[config.mk]
export PLATFORM = sky130hd
export DESIGN_NAME = sample_addr_gen
export DESIGN_NICKNAME = d
export VERILOG_FILES = /design/src/rtl/synth_pkg.sv /design/src/rtl/sample_phase_step.sv /design/src/rtl/sample_addr_gen.sv
export SDC_FILE = /design/constraint.sdc
export NUM_CORES = 1
export LEC_CHECK = 0
export CAP_MARGIN = 20
export CORE_MARGIN = 2
export CORE_UTILIZATION = 50
export DETAILED_ROUTE_END_ITERATION = 16
export PLACE_DENSITY = 0.69
export RECOVER_POWER = 100
export SLEW_MARGIN = 40
export SYNTH_ARGS = -nofsm -noshare
export SYNTH_HDL_FRONTEND = slang
export SYNTH_HIERARCHICAL = 1
export SYNTH_SLANG_ARGS = --single-unit
[constraint.sdc]
create_clock -name Clk -period 11.95 [get_ports Clk]
set_input_delay 1.7925 -clock Clk [delete_from_list [all_inputs] [get_ports Clk]]
set_output_delay 1.7925 -clock Clk [all_outputs]
set_load 0.01 [all_outputs]
[src/rtl/synth_pkg.sv]
// Shared voice types and per-instrument sample-region tables for the playback address generator.
package synth_pkg;

    typedef enum logic [1:0] {
        IDLE    = 2'd0,
        SUSTAIN = 2'd1,
        RELEASE = 2'd2
    } voice_state_t;

    localparam int unsigned TBL_W     = 16;
    localparam int unsigned NUM_INSTR = 4;

    typedef logic [TBL_W-1:0] tbl_addr_t;

    // Region layout per instrument: attack starts at START, the sustain loop spans
    // LOOP_START..LOOP_END inclusive, and the release tail runs up to END.
    localparam tbl_addr_t INSTR_START      [NUM_INSTR] = '{16'h0000, 16'h0000, 16'h4000, 16'hC000};
    localparam tbl_addr_t INSTR_LOOP_START [NUM_INSTR] = '{16'h0000, 16'h0100, 16'h4000, 16'hC800};
    localparam tbl_addr_t INSTR_LOOP_END   [NUM_INSTR] = '{16'h00FF, 16'h01FF, 16'h7FFF, 16'hCFFF};
    localparam tbl_addr_t INSTR_END        [NUM_INSTR] = '{16'h00FF, 16'h03FF, 16'h7FFF, 16'hFFFF};

endpackage

[src/rtl/sample_phase_step.sv]
// Combinational phase step: advances the accumulator by inc and resolves loop wrap or end-of-tail.
module sample_phase_step
    import synth_pkg::*;
#(
    parameter int unsigned ADDR_W = 16,
    parameter int unsigned FRAC_W = 8
) (
    input  logic [ADDR_W+FRAC_W-1:0] phase_i,
    input  logic [ADDR_W-1:0]        inc_i,
    input  logic [ADDR_W-1:0]        loop_start_i,
    input  logic [ADDR_W-1:0]        loop_end_i,
    input  logic [ADDR_W-1:0]        end_i,
    input  voice_state_t             mode_i,
    output logic [ADDR_W+FRAC_W-1:0] phase_o,
    output logic [ADDR_W+FRAC_W-1:0] loop_phase_o,
    output logic                     wrap_o,
    output logic                     end_o
);

    localparam int unsigned PH_W = ADDR_W + FRAC_W;

    logic [PH_W:0]     sum;
    logic [PH_W:0]     span;
    logic [PH_W:0]     wrapped;
    logic [ADDR_W-1:0] loop_len;
    logic              beyond_loop;
    logic              beyond_end;

    always_comb begin
        sum      = {1'b0, phase_i} + {{(FRAC_W + 1){1'b0}}, inc_i};
        loop_len = loop_end_i - loop_start_i + ADDR_W'(1);
        span     = {1'b0, loop_len, {FRAC_W{1'b0}}};
        wrapped  = sum - span;

        // A carry out of the 24-bit accumulator is past every table bound.
        beyond_loop = sum[PH_W] | (sum[PH_W-1:FRAC_W] > loop_end_i);
        beyond_end  = sum[PH_W] | (sum[PH_W-1:FRAC_W] > end_i);

        phase_o = sum[PH_W-1:0];

        if (wrapped[PH_W] || (wrapped[PH_W-1:FRAC_W] > loop_end_i)) begin
            loop_phase_o = {loop_start_i, {FRAC_W{1'b0}}};
        end else begin
            loop_phase_o = wrapped[PH_W-1:0];
        end

        wrap_o = (mode_i == SUSTAIN) && beyond_loop;
        end_o  = (mode_i == RELEASE) && beyond_end;
    end

endmodule

[src/rtl/sample_addr_gen.sv]
// Per-voice playback address generator: fixed-point phase accumulator with sustain looping and release tail.
module sample_addr_gen
    import synth_pkg::*;
#(
    parameter int unsigned ADDR_W  = 16,
    parameter int unsigned FRAC_W  = 8,
    parameter int unsigned N_INSTR = 4
) (
    input  logic                       Clk,
    input  logic                       Reset,
    input  logic                       sample_tick,
    input  logic                       note_on,
    input  logic                       note_off,
    input  logic [$clog2(N_INSTR)-1:0] instr_in,
    input  logic [ADDR_W-1:0]          pitch_inc,
    output logic [ADDR_W-1:0]          Addr,
    output logic [$clog2(N_INSTR)-1:0] instr_sel,
    output logic                       playing,
    output logic                       done
);

    localparam int unsigned PH_W = ADDR_W + FRAC_W;
    localparam int unsigned IS_W = $clog2(N_INSTR);

    voice_state_t      state_q;
    logic [PH_W-1:0]   phase_q;
    logic [IS_W-1:0]   instr_q;
    logic [ADDR_W-1:0] inc_q;
    logic              playing_q;
    logic              done_q;

    logic [PH_W-1:0]   step_phase;
    logic [PH_W-1:0]   step_loop;
    logic              step_wrap;
    logic              step_end;

    sample_phase_step #(
        .ADDR_W (ADDR_W),
        .FRAC_W (FRAC_W)
    ) u_step (
        .phase_i      (phase_q),
        .inc_i        (inc_q),
        .loop_start_i (INSTR_LOOP_START[instr_q]),
        .loop_end_i   (INSTR_LOOP_END[instr_q]),
        .end_i        (INSTR_END[instr_q]),
        .mode_i       (state_q),
        .phase_o      (step_phase),
        .loop_phase_o (step_loop),
        .wrap_o       (step_wrap),
        .end_o        (step_end)
    );

    always_ff @(posedge Clk) begin
        if (Reset) begin
            state_q   <= IDLE;
            phase_q   <= '0;
            instr_q   <= '0;
            inc_q     <= '0;
            playing_q <= 1'b0;
            done_q    <= 1'b0;
        end else begin
            done_q <= 1'b0;
            if (note_on) begin
                // Load takes priority over a same-cycle tick or note_off.
                state_q   <= SUSTAIN;
                instr_q   <= instr_in;
                inc_q     <= pitch_inc;
                phase_q   <= {INSTR_START[instr_in], {FRAC_W{1'b0}}};
                playing_q <= 1'b1;
            end else begin
                unique case (state_q)
                    SUSTAIN: begin
                        if (sample_tick) begin
                            phase_q <= step_wrap ? step_loop : step_phase;
                        end
                        if (note_off) begin
                            state_q <= RELEASE;
                        end
                    end
                    RELEASE: begin
                        if (sample_tick) begin
                            if (step_end) begin
                                state_q   <= IDLE;
                                playing_q <= 1'b0;
                                done_q    <= 1'b1;
                            end else begin
                                phase_q <= step_phase;
                            end
                        end
                    end
                    default: begin
                    end
                endcase
            end
        end
    end

    assign Addr      = phase_q[PH_W-1:FRAC_W];
    assign instr_sel = instr_q;
    assign playing   = playing_q;
    assign done      = done_q;

endmodule

==> results.md, run 1 <==
- Status: complete, but fails checks
- Failing checks: max-capacitance violations, max-slew violations
- Critical path class: reg2reg
- Max-Cap Viols: 3
- Critical path endpoint category: flip-flop
- Leak: 3.45 nW
- Cell count after synthesis: just under 800
- Startpoint Class: flip-flop
- Initial antenna violation count: 0
- Vias in the first global route: 5341
- Multi-input gate area: 0.00498 mm^2
- Post-CTS sizing: 0
- Placed Cells: 996
- Dpl ws: 4890 ps
- H-tree lvl count: 2
- # diodes: 0
- First-pass GRT wire length: 25.3 mm
- Largest net degree at the start of global routing: about 50
- Non-filler cells, final: 1004
- Hold Vio Cnt, Final: 0
- CTS Hold Bufs: 0
- CTS tree: yes
- # DRC: 0
- Ys flop type: dfxtp_1
- CP Launch Point: inc_q[0]$_SDFFE_PP0P_
- Layout Skew: 9.24 ps
- CTS root buf: clkbuf_16
- Worst-path clk slew: 70 ps
- Starting DRC count in detailed routing: 344
- Gpl congestion: 0.893
- GRT Total Usage: 0.232
- Final worst setup slack: 3660 ps
- Clock sinks: 46
- Routed WL per cell: approximately 15 um
- Worst-margin pin slew: just under 2000 ps
- Top layer in use: met4
- Total grt overflow: 0
- Netlist Area Pre-Place: 0.00634 mm^2
- Antenna Nets Post-Route: 0
- Sequential cell area fraction in the yosys report: 0.145
- Fillers: approximately 1200
- Worst min path class: reg2reg
- Final Critical Period: ~8300 ps
- WL met3: 626 um
- Die width: about 120 um
- Yosys top cell area share: 0.203
- Layout cell share with drive strength beyond 1: 0.0445
- Worst vdd ir: 0.0444 mV
- Async S/R FF share, synth: 0
- Setup repair bufs after CTS: 0
- Critical Path AT: roughly 8500 ps
- Hold EP: inc_q[11]$_SDFFE_PP0P_
- Synth top area cells: ha_1 (20%), dfxtp_1 (15%), mux2i_1 (6.6%), a21oi_1 (5.1%), xnor2_1 (5.0%)
- Worst hold stages: 2
- Fin util: 0.557
- Avg Cell Area, Syn: 8.22 um^2
- PwrDens: 95.3 mW/mm^2
- WL met1: 7.18 mm
- Initial Util: 0.506
- Final setup vio count: 0
- Die H: 117 um
- I/O pins: between 40 and 50
- Upper clock frequency limit: 121 MHz
- Slew HR: -0.323
- Rows: 41
- R2R depth: 23
- Reg2Reg Capture Point: phase_q[13]$_SDFFE_PP0P_
- Pre-antenna DRT Iters: 5
- Layout net count: 960
- CTS Buf Count: 5
- R2R Setup Slk: 3660 ps
- Synth warn: 6
- Crit share post-route: 0.694
- Worst Hold Launch: inc_q[11]$_SDFFE_PP0P_
- Vias: between 5000 and 6000
- Crit Path Max Fanout: 21
- Deepest clock path buffer count: 2
- Total Wirelength: 15.4 mm
- Max Slew Vio Count: 53
- # port buffers: 42
- RSZ-0062 raised after global routing: false
- Placed wire-length estimate: 12.4 mm
- Worst r2r src: inc_q[0]$_SDFFE_PP0P_
- Vias/cell: 5.49
- Req. time, crit path: 12110 ps
- Post-synth EDFFs: 0
- Sequential Area: 921 um^2
- Area grow syn2layout: 9.91%
- Worst skew pair latency: ~300 ps
- Die ar.: between 0.01 and 0.015 mm^2
- Post-synthesis register bit count: 46
- Setup TNS: 0 ps
- Core area: 0.0125 mm^2
- Dominant cell type by area after synthesis: ha_1
- Met2 wire length: 7.31 mm
- Netlist cell types: between 70 and 80
- Hold WS: 500 ps
-- cell type report --
| cell class | count | share of cell area |
|---|---|---|
| Tap cell | 172 | 0.0309 |
| Inverter | 71 | 0.0383 |
| Multi-Input combinational cell | 662 | 0.715 |
| Sequential cell | 46 | 0.132 |
| Timing Repair Buffer | 45 | 0.0623 |
| Clock inverter | 3 | 0.00341 |
| Clock buffer | 5 | 0.0180 |
-- synth_stat cells, types with 10 or more instances --
cell type,number
o21ai_0,33
xnor2_1,36
nand2_1,31
a21o_1,25
nand3_1,13
nor3_1,14
dfxtp_1,46
o21a_1,18
ha_1,103
xor2_1,18
nand2b_1,10
o21ai_1,14
a21oi_1,65
buf_4,17
inv_1,71
nor2_1,53
nor2b_1,15
mux2i_1,42
mux2_4,14
nand4_1,15
-- per-stage QoR --
stage          instance area [um^2]  power [mW]
2_1_floorplan                  6510       0.442
5_1_grt                        6970       0.714
3_5_place_dp                   6900       0.513
4_1_cts                        7050       0.661
3_3_place_gp                   6900       0.503
6_report                       6970       0.664
-- report_power, final --
group / leakage, nW / switching [mW] / internal [mW]
registers: 0.376 / 0.00726 / 0.160
logic: 3.00 / 0.195 / 0.154
clock network: 0.0664 / 0.0684 / 0.0784
total: 3.45 / 0.271 / 0.393
-- critical path, stage by stage, from the launching register on --
cell and delay (ps):
dfxtp_1 350, ha_1 220, fa_1 230, a21oi_1 100, nand4b_1 310, a2111oi_0 1480
nor3_4 110, nor2_1 250, nand3_1 120, xnor2_1 410, ha_1 390, nor3b_1 180
a311oi_1 270, nand3_1 190, ha_1 350, nand4_1 120, nor2_1 110, o21ai_0 90
a21oi_1 350, and4b_1 290, nor2_1 1480, mux2_2 450, mux2i_1 190, a21oi_1 100
-- how the worst max path moves through the flow --
stage,endpoint,cells after the start
2_1_floorplan,phase_q[22]$_SDFFE_PP0P_,31
3_3_place_gp,phase_q[23]$_SDFFE_PP0P_,27
3_5_place_dp,phase_q[12]$_SDFFE_PP0P_,27
4_1_cts,phase_q[12]$_SDFFE_PP0P_,27
5_1_grt,phase_q[13]$_SDFFE_PP0P_,23
6_report,phase_q[13]$_SDFFE_PP0P_,23
-- registers in the layout, summed over array words and instances, names as in the netlist --
name	flops
done	1
playing	1
state_q	2
instr_sel	2
phase_q	24
inc_q	16
-- placed cells by master, fill, tap and decap left out, types with 5 or more instances in the layout --
cell and n:
dlygate4sd3_1 20, mux2_2 7, nor3_1 14, o21ai_1 14
clkdlybuf4s50_1 21, xnor2_1 36, mux2_1 8, a2111oi_0 5
nand2_1 31, a21o_1 25, nand2b_1 10, o21bai_1 5
nand4_1 15, nor2_1 53, conb_1 48, nor2b_1 15
mux2i_1 42, a21oi_1 65, dfxtp_1 46, o21ai_0 33
xor2_1 18, and3_1 5, inv_1 71, clkbuf_16 5
o21a_1 18, ha_1 103, nand3_1 13, and2_1 6
a211oi_1 5
-- metal layers --
metal	vias to the layer above	track usage
met3	23	0.0322
li1	2809	-
met2	104	0.410
met1	2571	0.298
met5	-	0
met4	0	0.0580
-- cells by family (layout without fill, tap and decap cells) --
logic type / count (synthesis) / after routing / share of synthesized area
muxes: 57 / 57 / 0.101
xor gates and xnor gates: 56 / 56 / 0.0797
AOI/OAI and AO/OA: 207 / 207 / 0.218
buffers and inverters: 109 / 124 / 0.0843
adders and majority gates: 109 / 109 / 0.218
other: 2 / 48 / 0.00118
DFF: 46 / 46 / 0.145
and+or+nand+nor: 185 / 185 / 0.153
(Power assumes the default switching activity.)
==> run 2: changes to the inputs <==
- clock period: 11.95 -> 7.7 ns (I/O delays scaled with it)
==> run 2 against run 1 <==
Largest cell class unchanged. Clock skew shrank 3.2 ps. Register-to-register slack worse by 3000 ps. Via count is 1.5% higher. The run still ends with max-capacitance violations, max-slew violations left. Sequential power rose by 55%. Largest power group unchanged.
==> results.md, run 2 (synthesis gave the netlist of run 1 again) <==
- Crit Path Max Fanout: 13
- Worst-margin pin slew: 1760 ps
- Vias in the first global route: 5272
- Clock sinks: 46
- Switching share of power: 0.381
- Commonest non-fill, non-tap cell in the layout: ha_1
- Critical Path AT: 7220 ps
- First-pass GRT wire length: 25.4 mm
- Most frequent cells in the layout: ha_1 (103), inv_1 (71), a21oi_1 (65)
- Flop pwr share: 0.237
- Critical path endpoint category: flip-flop
- # diodes: 0
- Upper clock frequency limit: 142 MHz
- Max reg flops: 24
- I/O pins: 43
- Area grow syn2layout: 11.2%
- Worst skew pair latency: 290 ps
- Worst vdd ir: between 0.1 and 0.15 mV
- Max Slew Vio Count: 28
- Final setup vio count: 0
- H-tree lvl count: 2
- Die width: 117 um
- Placed Cells: 997
- GRT Total Usage: 0.232
- Switching pwr: 416 uW
- Starting DRC count in detailed routing: 369
- Layout net count: 962
- Die ar.: 0.0136 mm^2
- RSZ-0062 raised after global routing: false
- Hold Vio Cnt, Final: 0
- CTS Buf Count: 5
- Top flop regs: phase_q: 24 flops, inc_q: 16 flops
- Deepest clock path buffer count: 2
- Initial antenna violation count: 0
- Setup repair bufs after CTS: 0
- Largest net degree at the start of global routing: 29
- Biggest cell delay along the critical path: between 400 and 500 ps
- Status: complete, but fails checks
- Total Wirelength: 15.7 mm
- Die H: 117 um
- CTS root buf: clkbuf_16
- Antenna Nets Post-Route: 0
- Setup TNS: 0 ps
- Final Critical Period: 7050 ps
- Biggest register: phase_q
- Startpoint Class: flip-flop
- PwrDens: roughly 150 mW/mm^2
- Worst min path class: reg2reg
- Failing checks: max-capacitance violations, max-slew violations
- Sequential Area: roughly 920 um^2
- Final worst setup slack: 650 ps
- Slowest-stage cell, CP: a21boi_0
- CTS tree: yes
- Vias/cell: 5.56
- Total power: approximately 1.1 mW
- Layout cell share with drive strength beyond 1: 0.0396
- Routed WL per cell: ~16 um
- Placed wire-length estimate: 12.6 mm
- Core area: ~0.013 mm^2
- P_int: between 600 and 700 uW
- # port buffers: 42
- Multi-input gate area: 0.00500 mm^2
- Power share of the combinational group: 0.500
- Rows: 41
- Layout Skew: 6.08 ps
- Clk pwr share: 0.262
- Crit share post-route: 0.916
- Initial Util: 0.506
- Total grt overflow: 0
- Req. time, crit path: 7870 ps
- Fin util: 0.563
- Fillers: 1221
- Leak: between 3 and 4 nW
- Vias: 5592
- # DRC: 0
- Post-CTS sizing: 0
- Max-Cap Viols: 1
- CTS Hold Bufs: 0
- Worst-path clk slew: about 70 ps
- Gpl congestion: 0.928
- Pre-antenna DRT Iters: 5
- Dpl ws: approximately 700 ps
- Critical path class: reg2reg
- Most common cell on crit path: a21oi_1
- Non-filler cells, final: 1006
- Slew HR: -0.176
## run 2: cell type report
type                            count  share of cell area
Sequential cell                    46               0.131
Clock buffer                        5              0.0178
Clock inverter                      3             0.00977
Tap cell                          172              0.0305
Inverter                           71              0.0378
Timing Repair Buffer               47              0.0643
Multi-Input combinational cell    662               0.709
## run 2: power groups by stage
stage / logic, mW / registers [mW] / clock network (mW)
2_1_floorplan: 0.424 / 0.262 / 0
3_3_place_gp: 0.518 / 0.264 / 0
3_5_place_dp: 0.533 / 0.264 / 0
4_1_cts: 0.539 / 0.259 / 0.290
5_1_grt: 0.609 / 0.260 / 0.301
6_report: 0.546 / 0.259 / 0.286
## run 2: worst max-delay path: cells and delay by family, from the launching register on
family | cells | cell delay (ps)
and+or+nand+nor | 8 | 1740
DFF | 1 | 320
muxes | 2 | 520
adders and majority gates | 4 | 1380
buffers and inverters | 1 | 210
AOI/OAI and AO/OA | 12 | 2550
xor gates and xnor gates | 1 | 180
## run 2: path summary, 6_finish.rpt
check,from,to,slack (ps),depth (start not counted)
max,phase_q[0]$_SDFFE_PP0P_,phase_q[12]$_SDFFE_PP0P_,650,28
min,playing$_SDFFE_PP0P_,playing$_SDFFE_PP0P_,500,2
max reg2reg,phase_q[0]$_SDFFE_PP0P_,phase_q[12]$_SDFFE_PP0P_,650,28
min reg2reg,playing$_SDFFE_PP0P_,playing$_SDFFE_PP0P_,500,2
## run 2: per-layer routing
metal | vias to the layer above | wire (um) | global-route usage
met5 | - | 0 | 0
met4 | 0 | 148 | 0.0345
met3 | 12 | 596 | 0.0244
met2 | 133 | 7570 | 0.417
met1 | 2617 | 7350 | 0.308
li1 | 2830 | - | -
## run 2: stage by stage
| stage | area, um^2 | hold slack (ps) |
|---|---|---|
| floorplan | 6510 | 465 |
| global placement | 6910 | 475 |
| detailed placement | 6910 | 494 |
| CTS | 7110 | 507 |
| global route | 7050 | 528 |
| finish | 7050 | 495 |
==> run 3: changes to the inputs <==
==> constraint.sdc (replaced) <==
create_clock -name Clk -period 7.7 [get_ports Clk]
set_input_delay 1.925 -clock Clk [delete_from_list [all_inputs] [get_ports Clk]]
set_output_delay 1.925 -clock Clk [all_outputs]
set_load 0.01 [all_outputs]
==> results of run 3 <==
Final layout, timing and power as in run 2 (identical DEF).
